==> src/rtl/qpsk_demapper.sv <==
// Streaming QPSK demapper: equalised Q1.15 symbols in, scaled saturated LLRs and
// hard bits out through a two-stage valid/ready pipeline, plus a hard-bit word packer.
module qpsk_demapper #(
  parameter  int LLR_W     = 8,
  parameter  int SHIFT     = 8,
  parameter  int WORD_SYMS = 8,
  localparam int NSYM_W    = $clog2(WORD_SYMS + 1),
  localparam int WORD_W    = 2 * WORD_SYMS
) (
  input  logic                    i_clk,
  input  logic                    i_rst,
  input  logic                    i_valid,
  output logic                    o_ready,
  input  logic [15:0]             i_re,
  input  logic [15:0]             i_im,
  input  logic                    i_last,
  output logic                    o_valid,
  input  logic                    i_ready,
  output logic signed [LLR_W-1:0] o_llr0,
  output logic signed [LLR_W-1:0] o_llr1,
  output logic [1:0]              o_b0b1,
  output logic                    o_last,
  output logic                    o_word_valid,
  output logic [WORD_W-1:0]       o_word,
  output logic [NSYM_W-1:0]       o_word_nsym
);

  localparam logic signed [16:0] RND     = 17'(1 << (SHIFT - 1));
  localparam logic signed [16:0] LLR_MAX = 17'((1 << (LLR_W - 1)) - 1);
  localparam logic signed [16:0] LLR_MIN = -LLR_MAX;

  // Sign-extend to 17 bits first so adding the rounding constant cannot overflow.
  function automatic logic signed [16:0] round_add(input logic [15:0] x);
    return $signed({x[15], x}) + RND;
  endfunction

  // Symmetric clamp: the most negative LLR code is never produced.
  function automatic logic signed [LLR_W-1:0] sat_llr(input logic signed [16:0] r);
    logic signed [16:0] l;
    l = r >>> SHIFT;
    if (l > LLR_MAX)      return LLR_MAX[LLR_W-1:0];
    else if (l < LLR_MIN) return LLR_MIN[LLR_W-1:0];
    else                  return l[LLR_W-1:0];
  endfunction

  logic en;
  assign en      = !o_valid || i_ready;
  assign o_ready = en;

  logic                s1_valid;
  logic                s1_b0;
  logic                s1_b1;
  logic                s1_last;
  logic signed [16:0]  s1_r_re;
  logic signed [16:0]  s1_r_im;

  // NOTE: every register in an always_ff uses <= so all flops sample the
  // pre-edge values; a blocking = here would chain stages within one edge.
  always_ff @(posedge i_clk) begin
    if (i_rst) begin
      s1_valid <= 1'b0;
      s1_b0    <= 1'b0;
      s1_b1    <= 1'b0;
      s1_last  <= 1'b0;
      s1_r_re  <= '0;
      s1_r_im  <= '0;
    end else if (en) begin
      s1_valid <= i_valid;
      if (i_valid) begin
        s1_b0   <= i_re[15];
        s1_b1   <= i_im[15];
        s1_last <= i_last;
        s1_r_re <= round_add(i_re);
        s1_r_im <= round_add(i_im);
      end
    end
  end

  always_ff @(posedge i_clk) begin
    if (i_rst) begin
      o_valid <= 1'b0;
      o_llr0  <= '0;
      o_llr1  <= '0;
      o_b0b1  <= 2'b00;
      o_last  <= 1'b0;
    end else if (en) begin
      o_valid <= s1_valid;
      if (s1_valid) begin
        o_llr0 <= sat_llr(s1_r_re);
        o_llr1 <= sat_llr(s1_r_im);
        o_b0b1 <= {s1_b1, s1_b0};
        o_last <= s1_last;
      end
    end
  end

  logic                hs;
  logic                word_done;
  logic [NSYM_W-1:0]   cnt;
  logic [NSYM_W-1:0]   cnt_inc;
  logic [WORD_W-1:0]   acc;
  logic [WORD_W-1:0]   acc_ins;

  assign hs = o_valid && i_ready;

  // NOTE: each always_comb output gets a default before any conditional
  // assignment, otherwise untaken paths would infer latches.
  always_comb begin
    cnt_inc = cnt + NSYM_W'(1);
    acc_ins = acc;
    for (int k = 0; k < WORD_SYMS; k++) begin
      if (cnt == NSYM_W'(k)) acc_ins[2*k +: 2] = o_b0b1;
    end
    word_done = hs && ((cnt_inc == NSYM_W'(WORD_SYMS)) || o_last);
  end

  // Accumulator clears on emission so unfilled high symbols of a short word read zero.
  always_ff @(posedge i_clk) begin
    if (i_rst) begin
      cnt          <= '0;
      acc          <= '0;
      o_word_valid <= 1'b0;
      o_word       <= '0;
      o_word_nsym  <= '0;
    end else begin
      o_word_valid <= word_done;
      if (word_done) begin
        o_word      <= acc_ins;
        o_word_nsym <= cnt_inc;
        acc         <= '0;
        cnt         <= '0;
      end else if (hs) begin
        acc <= acc_ins;
        cnt <= cnt_inc;
      end
    end
  end

endmodule

==> config.mk <==
export PLATFORM = sky130hd
export DESIGN_NAME = qpsk_demapper
export DESIGN_NICKNAME = d
export VERILOG_FILES = /design/src/rtl/qpsk_demapper.sv
export SDC_FILE = /design/constraint.sdc
export NUM_CORES = 1
export LEC_CHECK = 0
export BUFFER_PORTS_ARGS = -buffer_cell sky130_fd_sc_hd__buf_2
export CAP_MARGIN = 10
export CORE_MARGIN = 8
export CORE_UTILIZATION = 52
export DETAILED_ROUTE_END_ITERATION = 8
export PLACE_DENSITY = 0.73
export SYNTH_ARGS = -nofsm -noshare
export SYNTH_HDL_FRONTEND = slang
export SYNTH_SLANG_ARGS = --single-unit
==> constraint.sdc <==
create_clock -name i_clk -period 2.9 [get_ports i_clk]
set_input_delay 0.29 -clock i_clk [delete_from_list [all_inputs] [get_ports i_clk]]
set_output_delay 0.29 -clock i_clk [all_outputs]
set_load 0.02 [all_outputs]
Word level (Yosys, flattened, before mapping)
Index checks and enable logic that the tools add are counted.
- reduce and logical (&&, ||, !) cells: 9
- add/subtract/negate cells: 3
- eq/ne operators: 8
- multiplexer cells: 12
- magnitude comparators: 4
- operators by type and width (operator ; count):
    $add 16x9->17 const B ; 2
    $mux 8 ; 4
    $gt 9x8->1 const B ; 2
    $lt 9x8->1 const B ; 2
    $eq 4x3->1 const B ; 4
    $mux 2 ; 8
    $eq 4x2->1 const B ; 2
    $add 4x1->4 const B ; 1
    $eq 4x1->1 const B ; 1
    $eq 4x4->1 const B ; 1
    $logic_not 4->1 ; 1
    $reduce_and 2->1 ; 2
    $logic_and 1x1->1 ; 2
    $logic_or 1x1->1 ; 2
    $reduce_or 2->1 ; 1
    $logic_not 1->1 ; 1
- logic and storage cells: 52
- output and inout bits: 42
- register bits after elaboration: 99
- input bits: 37

Logic depth before layout (Yosys ltp)
Gate-level depths: netlist (run 1).
- depth in word-level cells: 5
- depth in mapped cells: 7
- gate-level depth less buffers: 6

Worst setup path after synthesis (run 1)
Ideal clock, no wire load.
- kind: register to register
- from: register cnt[0]
- to: register o_word_nsym[1]
- data required time: 2.775 ns
- buffers on the path: 1
- data arrival time: 1.512 ns
- setup time: 0.125 ns
- cell stages (with the launch flop): 7
- slack: 1.263 ns
- cells stage by stage: dfxtp_1 -> ha_1 -> nand2_1 -> a211oi_2 -> a211o_1 -> buf_6 -> o22ai_1
- longest elaborated chain between the ends: 4
- RTL lines (item ; RTL line ; RTL):
    from (decl) ; 99 ; logic [NSYM_W-1:0] cnt;
    from (signal assigned) ; 134 ; cnt <= cnt_inc;
    $add 4x1->4 (*) ; 109 ; cnt_inc = cnt + NSYM_W'(1);
    $eq 4x4->1 ; 114 ; word_done = hs && ((cnt_inc == NSYM_W'(WORD_SYMS)) || o_last);
    $logic_or 1x1->1 ; 114 ;
    $logic_and 1x1->1 ; 114 ;
    to (signal assigned) ; 129 ; o_word_nsym <= cnt_inc;
    to (decl) ; 25 ; output logic [NSYM_W-1:0] o_word_nsym
Mark *: on every way between the ends. The rest lies on a longest branch, timed or not.
A chain may end at the register's enable or synchronous reset.

Worst setup path in the final report (run 1)
- from: register cnt[0]
- to: register acc[10]
- longest elaborated chain between the ends: 5
- elaborated cells on any way between the ends: 7
- classes of those cells: add/sub: 1; eq/ne: 2; mux: 1; reduce/logical: 3
- RTL lines (item ; RTL line ; RTL):
    $add 4x1->4 ; 109 ;
    $eq 4x4->1 ; 114 ;
    $logic_or 1x1->1 ; 114 ;
    $logic_and 1x1->1 ; 114 ;
    $reduce_or 2->1 (no line) ; n/a ;
    to (signal assigned) ; 133 ; acc <= acc_ins;
    to (decl) ; 101 ; logic [WORD_W-1:0] acc;
Several ways; a longest one is shown, not always the timed one.

==> qor.txt, run 1 <==
status -> finished, final reports clean
Die X -> 100 um
largest net degree at the start of global routing -> 46
Final Skew -> 0.0150 ns
CP Data Arrival Time -> 2.30 ns
crit share post-route -> 0.731
IO Port Bufs -> 64
Initial Utilization -> 0.542
die area -> 0.0101 mm2
Worst R2R Start -> cnt[0]$_SDFFE_PP0P_
drt drc -> 0
Distinct cells, synth -> 37
number of global-route vias before repair -> 2,779
Tightest Pin Transition -> 0.923 ns
root buf cell -> clkbuf_8
gr ovfl total -> 0
Tmin final -> 2.12 ns
WL/cell -> 14.5 um
hpwl dp -> 5.85 mm
design area -> 0.00427 mm2
Area Growth Syn to Fin -> 15.2%
Max Cap Viol -> 0
crit path kind -> register to register
hold_buf cts -> 0
antenna violations before repair -> 0
setup TNS -> 0 ns
final hold vios -> 0
Worst-Skew Late Latency -> 0.34 ns
Resize count post-CTS -> 0
startpoint types -> register
Mapped Area -> 0.00370 mm2
RSZ-0062 raised after global routing -> no
Data required, critical path -> 3.08 ns
maximum vdd drop -> 0.305 mV
cell row count -> 30
crit end category -> register
Final setup viols -> 0
Max clock buf depth -> 2
layout cell share with drive strength beyond 1 -> 0.203
number of vias per cell -> 5.31
fin. max-slew vios -> 0
crit-path max FO -> 15
All-Layer GR Usage -> 0.164
hold_sp -> i_last
YS warnings -> 0
sequential area share after synthesis -> 0.449
Routed WL -> 8.16 mm
global-route wire length before repair -> 13.4 mm
CTS Buf Count -> 9
Top FF cell, synth -> dfxtp_1
Die Y-Extent -> 100 um
routability cong. -> 0.827
Cells on Worst Hold Path -> 3
syn_area_per_cell -> 8.96 um2
clock sink count -> 83
# H-tree levels -> 3
synthesis-stage register bit count -> 83
core area -> 0.00683 mm2
Leak -> 1.79 nW
Via Count -> 2,989
ant diodes -> 0
CTS tree -> yes
Post-synth EDFFs -> 0
Post-Synthesis Net Count -> 456
fmax -> 0.472 GHz
Final nets -> 506
Async SR Flop Fraction -> 0
Hold WC Path Type -> primary input to register
CTS clk-pin slew, worst paths -> 0.09 ns
placed inst area -> 0.00402 mm2
FF-to-FF path depth -> 6
Post-Syn Instances -> 413
Slew headroom -> 0.383
Pwr Density -> 582 mW/mm2
crit path from -> cnt[0]$_SDFFE_PP0P_
DRT iter0 DRCs -> 115
num ports -> 79
Post-DRT Antenna Nets -> 0
Post-CTS Setup Bufs -> 0
Detailed Routing Iterations Pass 1 -> 4
[cells in the final DEF (no fill, tap or decap), types with 2 or more instances in the layout]
master / Yosys / routed
dfxtp_1: 83 / 83
nor2_1: 67 / 67
buf_2: 14 / 64
nand2_1: 48 / 48
mux2i_1: 24 / 24
a21oi_1: 20 / 20
a211oi_1: 20 / 20
o2bb2ai_1: 17 / 17
xnor2_1: 14 / 14
nor3_1: 13 / 13
clkbuf_8: 0 / 11
nand3_1: 10 / 10
inv_1: 9 / 9
ha_1: 6 / 6
xor2_1: 5 / 5
a211oi_2: 4 / 4
o21ai_0: 5 / 4
nor3b_1: 4 / 4
nor4_1: 4 / 4
maj3_1: 4 / 4
and2_1: 3 / 3
nand3b_1: 3 / 3
o21ai_1: 2 / 3
a211o_1: 3 / 3
bufinv_16: 0 / 3
buf_4: 1 / 3
nand2b_1: 2 / 2
o2bb2ai_2: 2 / 2
or4_4: 2 / 2
o41ai_1: 2 / 2
and3_1: 2 / 2
o311ai_2: 2 / 2
[cell families after synthesis]
logic type	after synthesis	share of synthesized area
adder cells (fa/ha/maj)	10	0.0311
AND/OR/NAND/NOR	160	0.190
multiplexers	24	0.0649
AO/OA/AOI/OAI	80	0.171
XOR/XNOR	19	0.0449
flip-flops	83	0.449
buffers and inverters	37	0.0493
[state kept, by name, summed over array words and instances, names as in the netlist, 2 cells and up]
signal	cells
o_llr0	8
acc	16
o_word_nsym	4
s1_r_im	9
s1_r_re	9
o_b0b1	2
o_llr1	8
o_word	16
cnt	4
[worst paths after layout]
path                            end  slack (ns)
min            s1_last$_SDFFE_PP0P_        0.20
max            acc[10]$_SDFFE_PP0P_        0.78
max reg2reg    acc[10]$_SDFFE_PP0P_        0.78
min reg2reg  o_llr0[7]$_SDFFE_PP0P_        0.46
[worst max-delay path, stage by stage (launching register included)]
cell	delay, ns
dfxtp_1	0.51
ha_1	0.38
nand2_1	0.13
a211oi_2	0.32
a211o_1	0.28
buf_4	0.27
a211oi_1	0.07
[cells in the mapped netlist, drive strengths merged, types with 5 or more instances]
library cell | instances | share of area
nand3 | 10 | 0.014
dfxtp | 83 | 0.45
o21ai | 7 | 0.0095
inv | 9 | 0.0091
a211oi | 25 | 0.059
a21oi | 20 | 0.027
nand2 | 48 | 0.049
nor2 | 67 | 0.068
mux2i | 24 | 0.065
ha | 6 | 0.020
o2bb2ai | 19 | 0.048
nor3 | 13 | 0.018
xor2 | 5 | 0.012
xnor2 | 14 | 0.033
clkbuf | 10 | 0.010
buf | 18 | 0.030
[metal layers]
metal | share of wire | global-route usage
met1 | 0.53 | 0.234
met2 | 0.40 | 0.228
met3 | 0.055 | 0.0408
met4 | 0.013 | 0.0616
met5 | 0 | 0
[where the power goes]
group          switching [mW]  internal, mW  leakage (nW)
registers              0.0449          1.18         0.677
logic                   0.149        0.0961         0.995
clock network           0.393         0.615         0.122
[layout make-up]
| type | instances | area [um2] |
|---|---|---|
| fill | 587 | 2570 |
| inverter | 9 | 33.8 |
| clock buffer | 11 | 151 |
| timing repair buffer | 67 | 343 |
| multi-input combinational | 293 | 1860 |
| sequential | 83 | 1660 |
| tap | 96 | 120 |
| clock inverter | 4 | 97.6 |
[per-stage QoR]
step / worst slack [ns] / utilization / power (mW) / hold slack, ns / cells
after floorplan: 1.26 / - / 1.43 / 0.426 / 413
after global placement: 0.856 / 0.588 / 1.49 / 0.440 / 548
after detailed placement: 0.829 / 0.588 / 1.50 / 0.441 / 548
after CTS: 0.804 / 0.624 / 2.50 / 0.183 / 563
after global routing: 0.655 / 0.624 / 2.58 / 0.195 / 563
final: 0.779 / 0.624 / 2.48 / 0.198 / 563
(Power assumes the default switching activity.)
==> run 2, diff against run 1 <==
--- a/config.mk
+++ b/config.mk
@@ -5,12 +5,13 @@
 export SDC_FILE = /design/constraint.sdc
 export NUM_CORES = 1
 export LEC_CHECK = 0
+export ABC_AREA = 1
 export BUFFER_PORTS_ARGS = -buffer_cell sky130_fd_sc_hd__buf_2
 export CAP_MARGIN = 10
 export CORE_MARGIN = 8
-export CORE_UTILIZATION = 52
+export CORE_UTILIZATION = 49
 export DETAILED_ROUTE_END_ITERATION = 8
-export PLACE_DENSITY = 0.73
+export PLACE_DENSITY = 0.72
 export SYNTH_ARGS = -nofsm -noshare
 export SYNTH_HDL_FRONTEND = slang
 export SYNTH_SLANG_ARGS = --single-unit
==> constraint.sdc (replaced) <==
create_clock -name i_clk -period 1.7 [get_ports i_clk]
set_input_delay 0.17 -clock i_clk [delete_from_list [all_inputs] [get_ports i_clk]]
set_output_delay 0.17 -clock i_clk [all_outputs]
set_load 0.02 [all_outputs]
==> run 2 against run 1 <==
  * Sequential power rose by 68%
  * Fmax rose by 36%
  * Via count rose by 16%
  * Global-route usage rose by 1.4 points
  * Largest power group unchanged
  * Critical endpoint is now acc[15]$_SDFFE_PP0P_
  * Critical path type unchanged
  * Clock skew fell by 0.0087 ns
  * Largest cell class unchanged
  * Critical path depth rose by 1
  * Flip-flop and latch count did not move
==> qor.txt, run 2 <==
status -> finished, final reports clean
crit share post-route -> 0.916
# H-tree levels -> 3
DP Cell Count -> 655
largest net degree at the start of global routing -> 29
Via Count -> 3,475
ant diodes -> 0
syn_area_per_cell -> 7.45 um2
Sequential Area -> 0.00166 mm2
Data required, critical path -> 1.98 ns
Synth top area share -> 0.443
Distinct cells, synth -> 29
clock sink count -> 83
Post-Syn Instances -> 503
Post-Synthesis Net Count -> 546
NetSw -> 1.02 mW
internal power -> 3.19 mW
YS warnings -> 0
crit end category -> register
sequential area share after synthesis -> 0.443
CP most frequent cell -> nand2_1
cell row count -> 32
layout cell share with drive strength beyond 1 -> 0.220
Hold WC Path Type -> primary input to register
most frequent cells in the layout -> nand2_1, dfxtp_1, buf_2
Resize count post-CTS -> 0
root buf cell -> clkbuf_8
Post-CTS Setup Bufs -> 0
Synth top cells by count -> nand2_1, dfxtp_1, o21ai_0, nand3_1
crit-path max FO -> 6
drt drc -> 0
Worst-Skew Late Latency -> 0.35 ns
Slew headroom -> 0.680
core area -> 0.00757 mm2
CP Cell Sequence -> ha_1, nand2_1, inv_2, nand2_1, o21ai_0, nand2_1, a21oi_2
Final setup viols -> 0
delay-heaviest family, CP -> flip-flops
Max clock buf depth -> 2
All-Layer GR Usage -> 0.178
Detailed Routing Iterations Pass 1 -> 5
num ports -> 79
fin cells -> 671
gr ovfl total -> 0
hpwl dp -> 6.39 mm
IO Port Bufs -> 64
final hold vios -> 0
Combinational Power Share -> 0.104
Area Growth Syn to Fin -> 17.4%
Tightest Pin Transition -> 0.480 ns
Max Cap Viol -> 0
number of global-route vias before repair -> 3,472
Die Y-Extent -> 103 um
Switching Fraction -> 0.242
fmax -> 0.642 GHz
area of the multi-input gates -> 0.00183 mm2
Top FF cell, synth -> dfxtp_1
CTS clk-pin slew, worst paths -> 0.08 ns
cell taking the most area after synthesis -> dfxtp_1
Tmin final -> 1.56 ns
routability cong. -> 0.825
Routed WL -> 8.78 mm
CP Data Arrival Time -> 1.84 ns
Reg power frac -> 0.492
hold_buf cts -> 0
slowest stage delay, CP -> 0.44 ns
die area -> 0.0107 mm2
critical path buffer and inverter count -> 1
Final Skew -> 0.00629 ns
CTS Buf Count -> 9
crit path kind -> register to register
Post-DRT Antenna Nets -> 0
synthesis-stage register bit count -> 83
most common cell after layout, fill and taps aside -> nand2_1
Async SR Flop Fraction -> 0
fin. max-slew vios -> 0
WL/cell -> 13.1 um
antenna violations before repair -> 0
Mapped Area -> 0.00375 mm2
top cells by area, synth -> dfxtp_1, nand2_1, o21ai_0
Critical Path Slowest Stage Cell -> dfxtp_1
FILL cells -> 686
setup TNS -> 0 ns
Leak -> 1.96 nW
startpoint types -> register
Clock power frac -> 0.404
top-count cell post-synth -> nand2_1
Die X -> 103 um
Final nets -> 607
RSZ-0062 raised after global routing -> no
global-route wire length before repair -> 15.2 mm
Post-synth EDFFs -> 0
maximum vdd drop -> 0.386 mV
DRT iter0 DRCs -> 92
Pwr Density -> 954 mW/mm2
biggest regs -> acc (16), o_word (16)
Initial Utilization -> 0.496
number of vias per cell -> 5.18
CTS tree -> yes
[run 2: metrics by stage]
stage               area [um2]  hold slack [ns]  setup WS (ns)   util  total power, mW
CTS                       4390           0.0630         0.0757  0.580             4.23
global route              4400           0.0995         0.0304  0.582             4.37
finish                    4400           0.0800          0.142  0.582             4.20
detailed placement        4150            0.431          0.124  0.548             2.55
global placement          4150            0.435          0.147  0.548             2.54
floorplan                 3750            0.315          0.363      -             2.40
[run 2: power groups by stage]
stage               Clock, mW  Sequential (mW)  Combinational (mW)
finish                   1.70             2.07               0.436
global route             1.80             2.08               0.493
CTS                      1.73             2.07               0.436
detailed placement          0             2.11               0.433
global placement            0             2.11               0.424
floorplan                   0             2.15               0.249
[run 2: path summary, 6_finish.rpt]
kind	start	to	slack, ns	cells past startpoint
min	i_im[15]	s1_b1$_SDFFE_PP0P_	0.08	3
min reg2reg	acc[6]$_SDFFE_PP0P_	acc[6]$_SDFFE_PP0P_	0.47	2
max reg2reg	cnt[0]$_SDFFE_PP0P_	acc[15]$_SDFFE_PP0P_	0.14	7
max	cnt[0]$_SDFFE_PP0P_	acc[15]$_SDFFE_PP0P_	0.14	7
[run 2: cells by family after synthesis]
family          share of synthesized area
xor+xnor                           0.0164
simple gates                        0.287
fa+ha+maj                          0.0200
flops                               0.443
buf+inv                            0.0717
compound gates                      0.161
[run 2: final cells by class]
cell class	instances	area share
Clock buffer	12	0.0330
Clock inverter	4	0.0222
Inverter	32	0.0273
Multi-Input combinational cell	361	0.416
Sequential cell	83	0.377
Tap cell	102	0.0290
Timing Repair Buffer	77	0.0949
[run 2: metal layers]
metal,track usage,share of wire,vias to the layer above
met5,0,0,-
met4,0.0879,0.022,0
met3,0.0315,0.042,16
met2,0.303,0.49,77
met1,0.211,0.45,1590
li1,-,-,1792
[run 2: worst register-to-register path: cells and delay by family, from the launching register on]
kind,cells,cell delay (ns)
AO/OA/AOI/OAI,2,0.42
buffers and inverters,1,0.10
AND/OR/NAND/NOR,3,0.30
adder cells (fa/ha/maj),1,0.23
flip-flops,1,0.44
